<file path="src/rtl/cmd_frame_pkg.sv">
// Shared constants, opcode classes and FSM states for the command frame parser.
package cmd_frame_pkg;

  localparam logic [7:0] HDR0 = 8'hEB;
  localparam logic [7:0] HDR1 = 8'h90;
  localparam logic [7:0] TRL0 = 8'h09;
  localparam logic [7:0] TRL1 = 8'hD7;
  localparam logic [7:0] ACK  = 8'h06;
  localparam logic [7:0] NACK = 8'h15;

  localparam logic [3:0] CLS_SEL     = 4'h1;
  localparam logic [3:0] CLS_RST     = 4'h2;
  localparam logic [3:0] CLS_RST_ALL = 4'h3;
  localparam logic [3:0] CLS_PWR_ON  = 4'h4;
  localparam logic [3:0] CLS_PWR_OFF = 4'h5;

  localparam int unsigned RESP_LEN = 6;

  typedef enum logic [2:0] {
    ST_SYNC,
    ST_IDLE,
    ST_COLLECT,
    ST_CHECK,
    ST_EXEC,
    ST_RESP
  } state_e;

endpackage

</file>
<file path="src/rtl/reset_pulse_gen.sv">
// Retriggerable fixed-length reset pulse for one CPU channel.
module reset_pulse_gen #(
  parameter int unsigned RESET_CYCLES = 1000000
) (
  input  logic clk,
  input  logic rst,
  input  logic trig,
  output logic pulse
);

  localparam int unsigned CW = (RESET_CYCLES > 1) ? $clog2(RESET_CYCLES) : 1;

  logic [CW-1:0] cnt_q;

  // A trigger (re)loads the counter; the pulse drops once it has run out.
  always_ff @(posedge clk) begin
    if (rst) begin
      pulse <= 1'b0;
      cnt_q <= '0;
    end else if (trig) begin
      pulse <= 1'b1;
      cnt_q <= CW'(RESET_CYCLES - 1);
    end else if (pulse) begin
      if (cnt_q == '0) pulse <= 1'b0;
      else             cnt_q <= cnt_q - 1'b1;
    end
  end

endmodule

</file>
<file path="src/rtl/cmd_frame_parser.sv">
// Gap-delimited command frame parser: validates frames from the RX FIFO,
// executes host-select / reset / power opcodes and answers with ACK/NACK.
module cmd_frame_parser
  import cmd_frame_pkg::*;
#(
  parameter int unsigned FRAME_LEN    = 8,
  parameter int unsigned NUM_CPU      = 2,
  parameter int unsigned SEL_W        = 4,
  parameter int unsigned CNT_W        = 5,
  parameter int unsigned IDLE_GAP     = 320,
  parameter int unsigned RESET_CYCLES = 1000000,
  parameter logic [7:0]  DEV_ADDR     = 8'hAB
) (
  input  logic               clk,
  input  logic               rst,
  input  logic [CNT_W-1:0]   rf_counter,
  input  logic [7:0]         rdr,
  output logic               rf_pop,
  input  logic               tf_full,
  output logic [7:0]         tdr,
  output logic               tf_push,
  input  logic [SEL_W-1:0]   cur_host,
  output logic [SEL_W-1:0]   host_sel,
  output logic               force_swi,
  output logic [NUM_CPU-1:0] cpu_reset,
  output logic [NUM_CPU-1:0] power_on,
  output logic               frame_ok,
  output logic               error
);

  localparam int unsigned BC_W  = $clog2(FRAME_LEN + 1);
  localparam int unsigned GAP_W = $clog2(IDLE_GAP + 1);

  state_e             state_q, state_d;
  logic [7:0]         byte_q [FRAME_LEN];
  logic [BC_W-1:0]    count_q;
  logic               overlong_q;
  logic [GAP_W-1:0]   gap_q;
  logic [7:0]         resp_code_q, resp_code_d;
  logic [7:0]         resp_seq_q, resp_seq_d;
  logic [2:0]         resp_idx_q, resp_idx_d;

  logic               gap_full_c, can_pop_c, pop_c;
  logic [7:0]         sum_c, resp_byte_c;
  logic               frame_valid_c, ch_ok_c, is_host_c;
  logic [3:0]         cls_c, ch_c;
  logic [NUM_CPU-1:0] chan_mask_c, rst_trig_c;

  logic               rf_pop_d, tf_push_d, force_swi_d, frame_ok_d, error_d;
  logic [7:0]         tdr_d;
  logic [SEL_W-1:0]   host_sel_d;
  logic [NUM_CPU-1:0] power_on_d;

  assign gap_full_c = (gap_q == GAP_W'(IDLE_GAP));
  assign can_pop_c  = (rf_counter != '0) && !rf_pop;
  assign cls_c      = byte_q[4][7:4];
  assign ch_c       = byte_q[4][3:0];

  // Frame validation: length, header, trailer, address and payload checksum.
  always_comb begin
    sum_c = '0;
    for (int unsigned i = 2; i <= FRAME_LEN - 3; i++) sum_c = sum_c + byte_q[i];
    frame_valid_c = (count_q == BC_W'(FRAME_LEN)) && !overlong_q &&
                    (byte_q[0] == HDR0) && (byte_q[1] == HDR1) &&
                    (byte_q[FRAME_LEN-2] == TRL0) && (byte_q[FRAME_LEN-1] == TRL1) &&
                    (byte_q[3] == DEV_ADDR) && (sum_c == 8'h00);
  end

  // Channel decode of the opcode low nibble.
  always_comb begin
    ch_ok_c   = 32'(ch_c) < NUM_CPU;
    is_host_c = 32'(ch_c) == 32'(cur_host);
    for (int unsigned c = 0; c < NUM_CPU; c++) chan_mask_c[c] = (32'(ch_c) == c);
  end

  // Response byte selected by the emit index.
  always_comb begin
    case (resp_idx_q)
      3'd0:    resp_byte_c = HDR0;
      3'd1:    resp_byte_c = HDR1;
      3'd2:    resp_byte_c = resp_seq_q;
      3'd3:    resp_byte_c = resp_code_q;
      3'd4:    resp_byte_c = TRL0;
      default: resp_byte_c = TRL1;
    endcase
  end

  // Next-state and next-output logic.
  always_comb begin
    state_d     = state_q;
    pop_c       = 1'b0;
    rf_pop_d    = 1'b0;
    tf_push_d   = 1'b0;
    tdr_d       = tdr;
    host_sel_d  = host_sel;
    force_swi_d = 1'b0;
    power_on_d  = power_on;
    frame_ok_d  = 1'b0;
    error_d     = 1'b0;
    rst_trig_c  = '0;
    resp_code_d = resp_code_q;
    resp_seq_d  = resp_seq_q;
    resp_idx_d  = resp_idx_q;

    case (state_q)
      ST_SYNC: begin
        if (gap_full_c) state_d = ST_IDLE;
        else            pop_c   = can_pop_c;
      end
      ST_IDLE: begin
        if (can_pop_c) begin
          pop_c   = 1'b1;
          state_d = ST_COLLECT;
        end
      end
      ST_COLLECT: begin
        if (gap_full_c) state_d = ST_CHECK;
        else            pop_c   = can_pop_c;
      end
      ST_CHECK: begin
        resp_seq_d = (count_q >= BC_W'(3)) ? byte_q[2] : 8'h00;
        resp_idx_d = '0;
        if (frame_valid_c) begin
          state_d = ST_EXEC;
        end else begin
          error_d     = 1'b1;
          resp_code_d = NACK;
          state_d     = ST_RESP;
        end
      end
      ST_EXEC: begin
        case (cls_c)
          CLS_SEL: if (ch_ok_c) begin
            host_sel_d  = SEL_W'(ch_c);
            force_swi_d = 1'b1;
            frame_ok_d  = 1'b1;
          end
          CLS_RST: if (ch_ok_c && !is_host_c) begin
            rst_trig_c = chan_mask_c;
            frame_ok_d = 1'b1;
          end
          CLS_RST_ALL: begin
            rst_trig_c  = '1;
            host_sel_d  = ch_ok_c ? SEL_W'(ch_c) : '0;
            force_swi_d = 1'b1;
            frame_ok_d  = 1'b1;
          end
          CLS_PWR_ON: if (ch_ok_c) begin
            power_on_d = power_on | chan_mask_c;
            frame_ok_d = 1'b1;
          end
          CLS_PWR_OFF: if (ch_ok_c && !is_host_c) begin
            power_on_d = power_on & ~chan_mask_c;
            frame_ok_d = 1'b1;
          end
          default: ;
        endcase
        error_d     = !frame_ok_d;
        resp_code_d = frame_ok_d ? ACK : NACK;
        state_d     = ST_RESP;
      end
      ST_RESP: begin
        if (!tf_full) begin
          tdr_d      = resp_byte_c;
          tf_push_d  = 1'b1;
          resp_idx_d = resp_idx_q + 3'd1;
          if (resp_idx_q == 3'(RESP_LEN - 1)) state_d = ST_IDLE;
        end
      end
      default: state_d = ST_SYNC;
    endcase
    rf_pop_d = pop_c;
  end

  // FSM state and registered outputs.
  always_ff @(posedge clk) begin
    if (rst) begin
      state_q     <= ST_SYNC;
      rf_pop      <= 1'b0;
      tf_push     <= 1'b0;
      tdr         <= '0;
      host_sel    <= '0;
      force_swi   <= 1'b0;
      power_on    <= '1;
      frame_ok    <= 1'b0;
      error       <= 1'b0;
      resp_code_q <= '0;
      resp_seq_q  <= '0;
      resp_idx_q  <= '0;
    end else begin
      state_q     <= state_d;
      rf_pop      <= rf_pop_d;
      tf_push     <= tf_push_d;
      tdr         <= tdr_d;
      host_sel    <= host_sel_d;
      force_swi   <= force_swi_d;
      power_on    <= power_on_d;
      frame_ok    <= frame_ok_d;
      error       <= error_d;
      resp_code_q <= resp_code_d;
      resp_seq_q  <= resp_seq_d;
      resp_idx_q  <= resp_idx_d;
    end
  end

  // Idle-gap counter and frame capture buffer.
  always_ff @(posedge clk) begin
    if (rst) begin
      gap_q      <= '0;
      count_q    <= '0;
      overlong_q <= 1'b0;
      for (int i = 0; i < FRAME_LEN; i++) byte_q[i] <= '0;
    end else begin
      if (pop_c)                              gap_q <= '0;
      else if (rf_counter == '0 && !gap_full_c) gap_q <= gap_q + 1'b1;

      if (pop_c && state_q == ST_IDLE) begin
        byte_q[0]  <= rdr;
        count_q    <= BC_W'(1);
        overlong_q <= 1'b0;
      end else if (pop_c && state_q == ST_COLLECT) begin
        if (count_q < BC_W'(FRAME_LEN)) begin
          for (int i = 0; i < FRAME_LEN; i++)
            if (count_q == BC_W'(i)) byte_q[i] <= rdr;
          count_q <= count_q + 1'b1;
        end else begin
          overlong_q <= 1'b1;
        end
      end
    end
  end

  // One retriggerable reset pulse engine per CPU channel.
  for (genvar c = 0; c < NUM_CPU; c++) begin : g_rst
    reset_pulse_gen #(.RESET_CYCLES(RESET_CYCLES)) u_rst (
      .clk   (clk),
      .rst   (rst),
      .trig  (rst_trig_c[c]),
      .pulse (cpu_reset[c])
    );
  end

endmodule
</file>
<file path="config.mk">
export PLATFORM = sky130hd
export DESIGN_NAME = cmd_frame_parser
export DESIGN_NICKNAME = d
export VERILOG_FILES = /design/src/rtl/cmd_frame_pkg.sv /design/src/rtl/reset_pulse_gen.sv /design/src/rtl/cmd_frame_parser.sv
export SDC_FILE = /design/constraint.sdc
export NUM_CORES = 1
export LEC_CHECK = 0
export BUFFER_PORTS_ARGS = -buffer_cell sky130_fd_sc_hd__buf_4
export CAP_MARGIN = 20
export CORE_ASPECT_RATIO = 1.75
export CORE_MARGIN = 2
export CORE_UTILIZATION = 57
export CTS_BUF_LIST = sky130_fd_sc_hd__clkbuf_8
export CTS_CLUSTER_SIZE = 24
export DETAILED_ROUTE_END_ITERATION = 6
export PLACE_DENSITY = 0.78
export SETUP_SLACK_MARGIN = 0.15
export SYNTH_ARGS = -nofsm -noshare
export SYNTH_HDL_FRONTEND = slang
export SYNTH_SLANG_ARGS = --single-unit
</file>
<file path="constraint.sdc">
create_clock -name clk -period 3.3 [get_ports clk]
set_input_delay 0.165 -clock clk [delete_from_list [all_inputs] [get_ports clk]]
set_output_delay 0.165 -clock clk [all_outputs]
set_load 0.05 [all_outputs]
</file>
==> impl_metrics.yaml <==
status:
  status: "finished with violations"
  violations: "negative setup slack"
layout:
  final_cell_mix: "nor2_1 (127), dfxtp_1 (92), buf_4 (68)"
  nets: 829
  diodes: 0
  final_core_utilization_pct: 66.60
  final_area_sq_um: 8279
  layout_commonest_cell: "nor2_1"
  syn_to_final_growth_pct: 14.38
  fillers: 1008
  register_area_sq_um: 3764
  final_cell_count_no_fill: 955
  drive_gt1_share_pct: 15.37
  multi_input_area_sq_um: 3292
floorplan:
  die_x_um: 89.19
  ios: 41
  die_area_sq_um: 13650
  coreArea_sq_um: 12430
  num_rows: 54
  die_y_um: 153.1
  start_util_pct: 58.22
cts:
  cts_buffer_depth: 2
  numCtsBuffers: 17
  cts_tree: "done"
  clkLatencyLatePin_ns: 0.46
  ctsHtreeMaxLevel: 4
  clockRootBuffer: "clkbuf_8"
  clk_pin_slew_worst_paths_ns: 0.08
  clock-sinks: 156
placed_design:
  dp_hpwl_mm: 12.21
  dp.cells: 921
  place_ws_ns: -0.4888
  gp_congestion: 0.8843
  port_buffers: 40
  placed_area_sq_um: 7873
timing:
  fin_crit_ns: 3.639
  max_freq_mhz: 274.8
  tightestPinTransition_ns: 0.6910
  finalHoldViolations: 0
  holdWs_ns: 0.1575
  maxSlewHeadroom_pct: 53.51
  rsz0062_at_grt: "true"
  post-route-period-util_pct: 110.3
  tns_ns: -1.610
  finalClockSkew_ns: 0.01340
  setup_viol: 5
  drv_slew: 0
  setup_ws_ns: -0.3388
logic_synthesis:
  yosysWarnings: 0
  synth_top_area_share_pct: 26.55
  ys_seq_area_share_pct: 52.00
  synth_cell_types: 62
  yosys.area.top_type: "edfxtp_1"
  async_flop_share_pct: 0
  syn_nets: 761
  netlist_area_sq_um: 7238
  synth.avg_cell_area_sq_um: 10.25
  syn_inst: 706
  synth-edff-count: 64
  ys.flop_type: "dfxtp_1"
  yosys_register_bits: 156
  synth.area.top_cells: "edfxtp_1 (27%), dfxtp_1 (25%), nor2_1 (6.6%)"
setup_path:
  worstSetupEndpointType: "register"
  required_ns: 3.65
  crit_arrival_ns: 3.99
  cpMostUsedCell: "fa_1"
  critPathMaxFanout: 2
  cpPeakStageDelay_ns: 0.51
  critPathLaunchType: "register"
  slowest_stage: "fa_1"
  worstSetupPathType: "register to register"
  cp_cell_sequence: "fa_1 > fa_1 > ha_2 > inv_2 > fa_2 > and4b_1 > nand4_1 > or4_4 > a2111oi_4 > a31oi_1 > o211a_1"
pwr:
  swShare_pct: 25.63
  net-switching-power_mw: 0.9548
  power_per_cell_area_nw_per_um2: 450.0
  seqPwrFrac_pct: 55.4
  ir_drop_v: 0.0003440
  p_comb_share_pct: 7.9
  clock_power_share_pct: 36.7
  intPower_mw: 2.771
  power_leakage_nw: 3.179
  finalPower_mw: 3.726
detailed_routing:
  ant_nets: 0
  drc: 0
  routedWlPerCell_um: 16.89
  first_iter_violations: 279
  routed_wl_mm: 16.13
  via_count: 5329
  vias_per_cell: 5.580
  firstDrtPassIters: 5
global_route:
  grt_max_degree: 57
  grt_pass1_wl_mm: 26.23
  grt_pass1_vias: 5511
  antenna_found_initial: 0
  overflow: 0
  grt_usage_pct: 25.08
min_path:
  worstHoldPathType: "input pin to register"
flow_run:
  maxCapViolCount: 0
worst max-delay path, delay by kind of cell (launching register included):
kind            cells  cell delay (ns)
fa+ha+maj           4             1.71
buf+inv             1             0.04
simple gates        3             0.77
compound gates      3             0.58
flops               1             0.43
final cells by class:
type | count | share of cell area [%]
inverters | 35 | 1.587
well taps | 168 | 2.539
multi-input cells | 496 | 39.76
clock inverters | 15 | 1.662
clock buffers | 17 | 2.826
repair buffers | 68 | 6.166
flip-flops and latches | 156 | 45.46
timing repair:
action / CTS / global route
gates resized for setup: 2 / 1
hold buffers: 0 / 0
pin swaps: 2 / 0
setup endpoints to repair: 5 / 5
endpoints found under the hold margin: 0 / 0
buffers inserted: 1 / 1
synthesized netlist by cell type, types with 13 or more instances:
| library cell | number |
|---|---|
| nor3_1 | 19 |
| nand2b_1 | 19 |
| nand3_1 | 13 |
| edfxtp_1 | 64 |
| xor2_1 | 27 |
| nand2_1 | 36 |
| clkbuf_1 | 17 |
| ha_1 | 21 |
| fa_1 | 14 |
| a21oi_1 | 50 |
| nor2_1 | 127 |
| dfxtp_1 | 92 |
| xnor2_1 | 27 |
| inv_1 | 35 |
power by group through the flow:
stage          combinational (mW)  sequential (mW)  clock, mW
3_3_place_gp                0.275             2.11          0
6_report                    0.294             2.06       1.37
2_1_floorplan               0.179             2.10          0
5_1_grt                     0.323             2.07       1.46
3_5_place_dp                0.285             2.11          0
4_1_cts                     0.295             2.06       1.39
logic make-up (layout without fill, tap and decap cells):
family                   after synthesis  in the layout  synth area share (%)
flip-flops                           156            156                 52.00
buffers and inverters                 54            135                 2.904
AND/OR/NAND/NOR                      290            290                 20.24
AO/OA/AOI/OAI                        112            112                 10.11
XOR/XNOR                              54             54                 6.534
multiplexers                           5              5                0.7087
adder cells (fa/ha/maj)               35             35                 7.502
registers in the layout, indices dropped and copies added (netlist names), 4 cells and up, named ones only:
signal             count
gap_q                  9
tdr                    8
resp_seq_q             8
host_sel               4
byte_q                64
count_q                4
g_rst.u_rst.cnt_q     40
worst paths after layout:
path	from	to	slack [ns]	depth (start not counted)
max	byte_q[1][9]$_SDFFCE_PN0P_	state_q[0]$_SDFFE_PP0P_	-0.34	11
min	rf_counter[1]	gap_q[0]$_SDFFE_PP0P_	0.16	4
max reg2reg	byte_q[1][9]$_SDFFCE_PN0P_	state_q[0]$_SDFFE_PP0P_	-0.34	11
min reg2reg	host_sel[2]$_SDFFE_PP0P_	host_sel[2]$_SDFFE_PP0P_	0.47	1
routing by layer:
metal | part of all wire [%] | track usage [%] | up-vias | wire length (um)
met4 | 3.8 | 11.44 | 0 | 612
met1 | 36 | 24.87 | 2570 | 5743
met2 | 58 | 47.09 | 111 | 9279
met3 | 3.1 | 5.508 | 39 | 492
li1 | - | - | 2609 | -
met5 | 0 | 0 | - | 0
No activity file was read; power rests on OpenSTA's default activity.
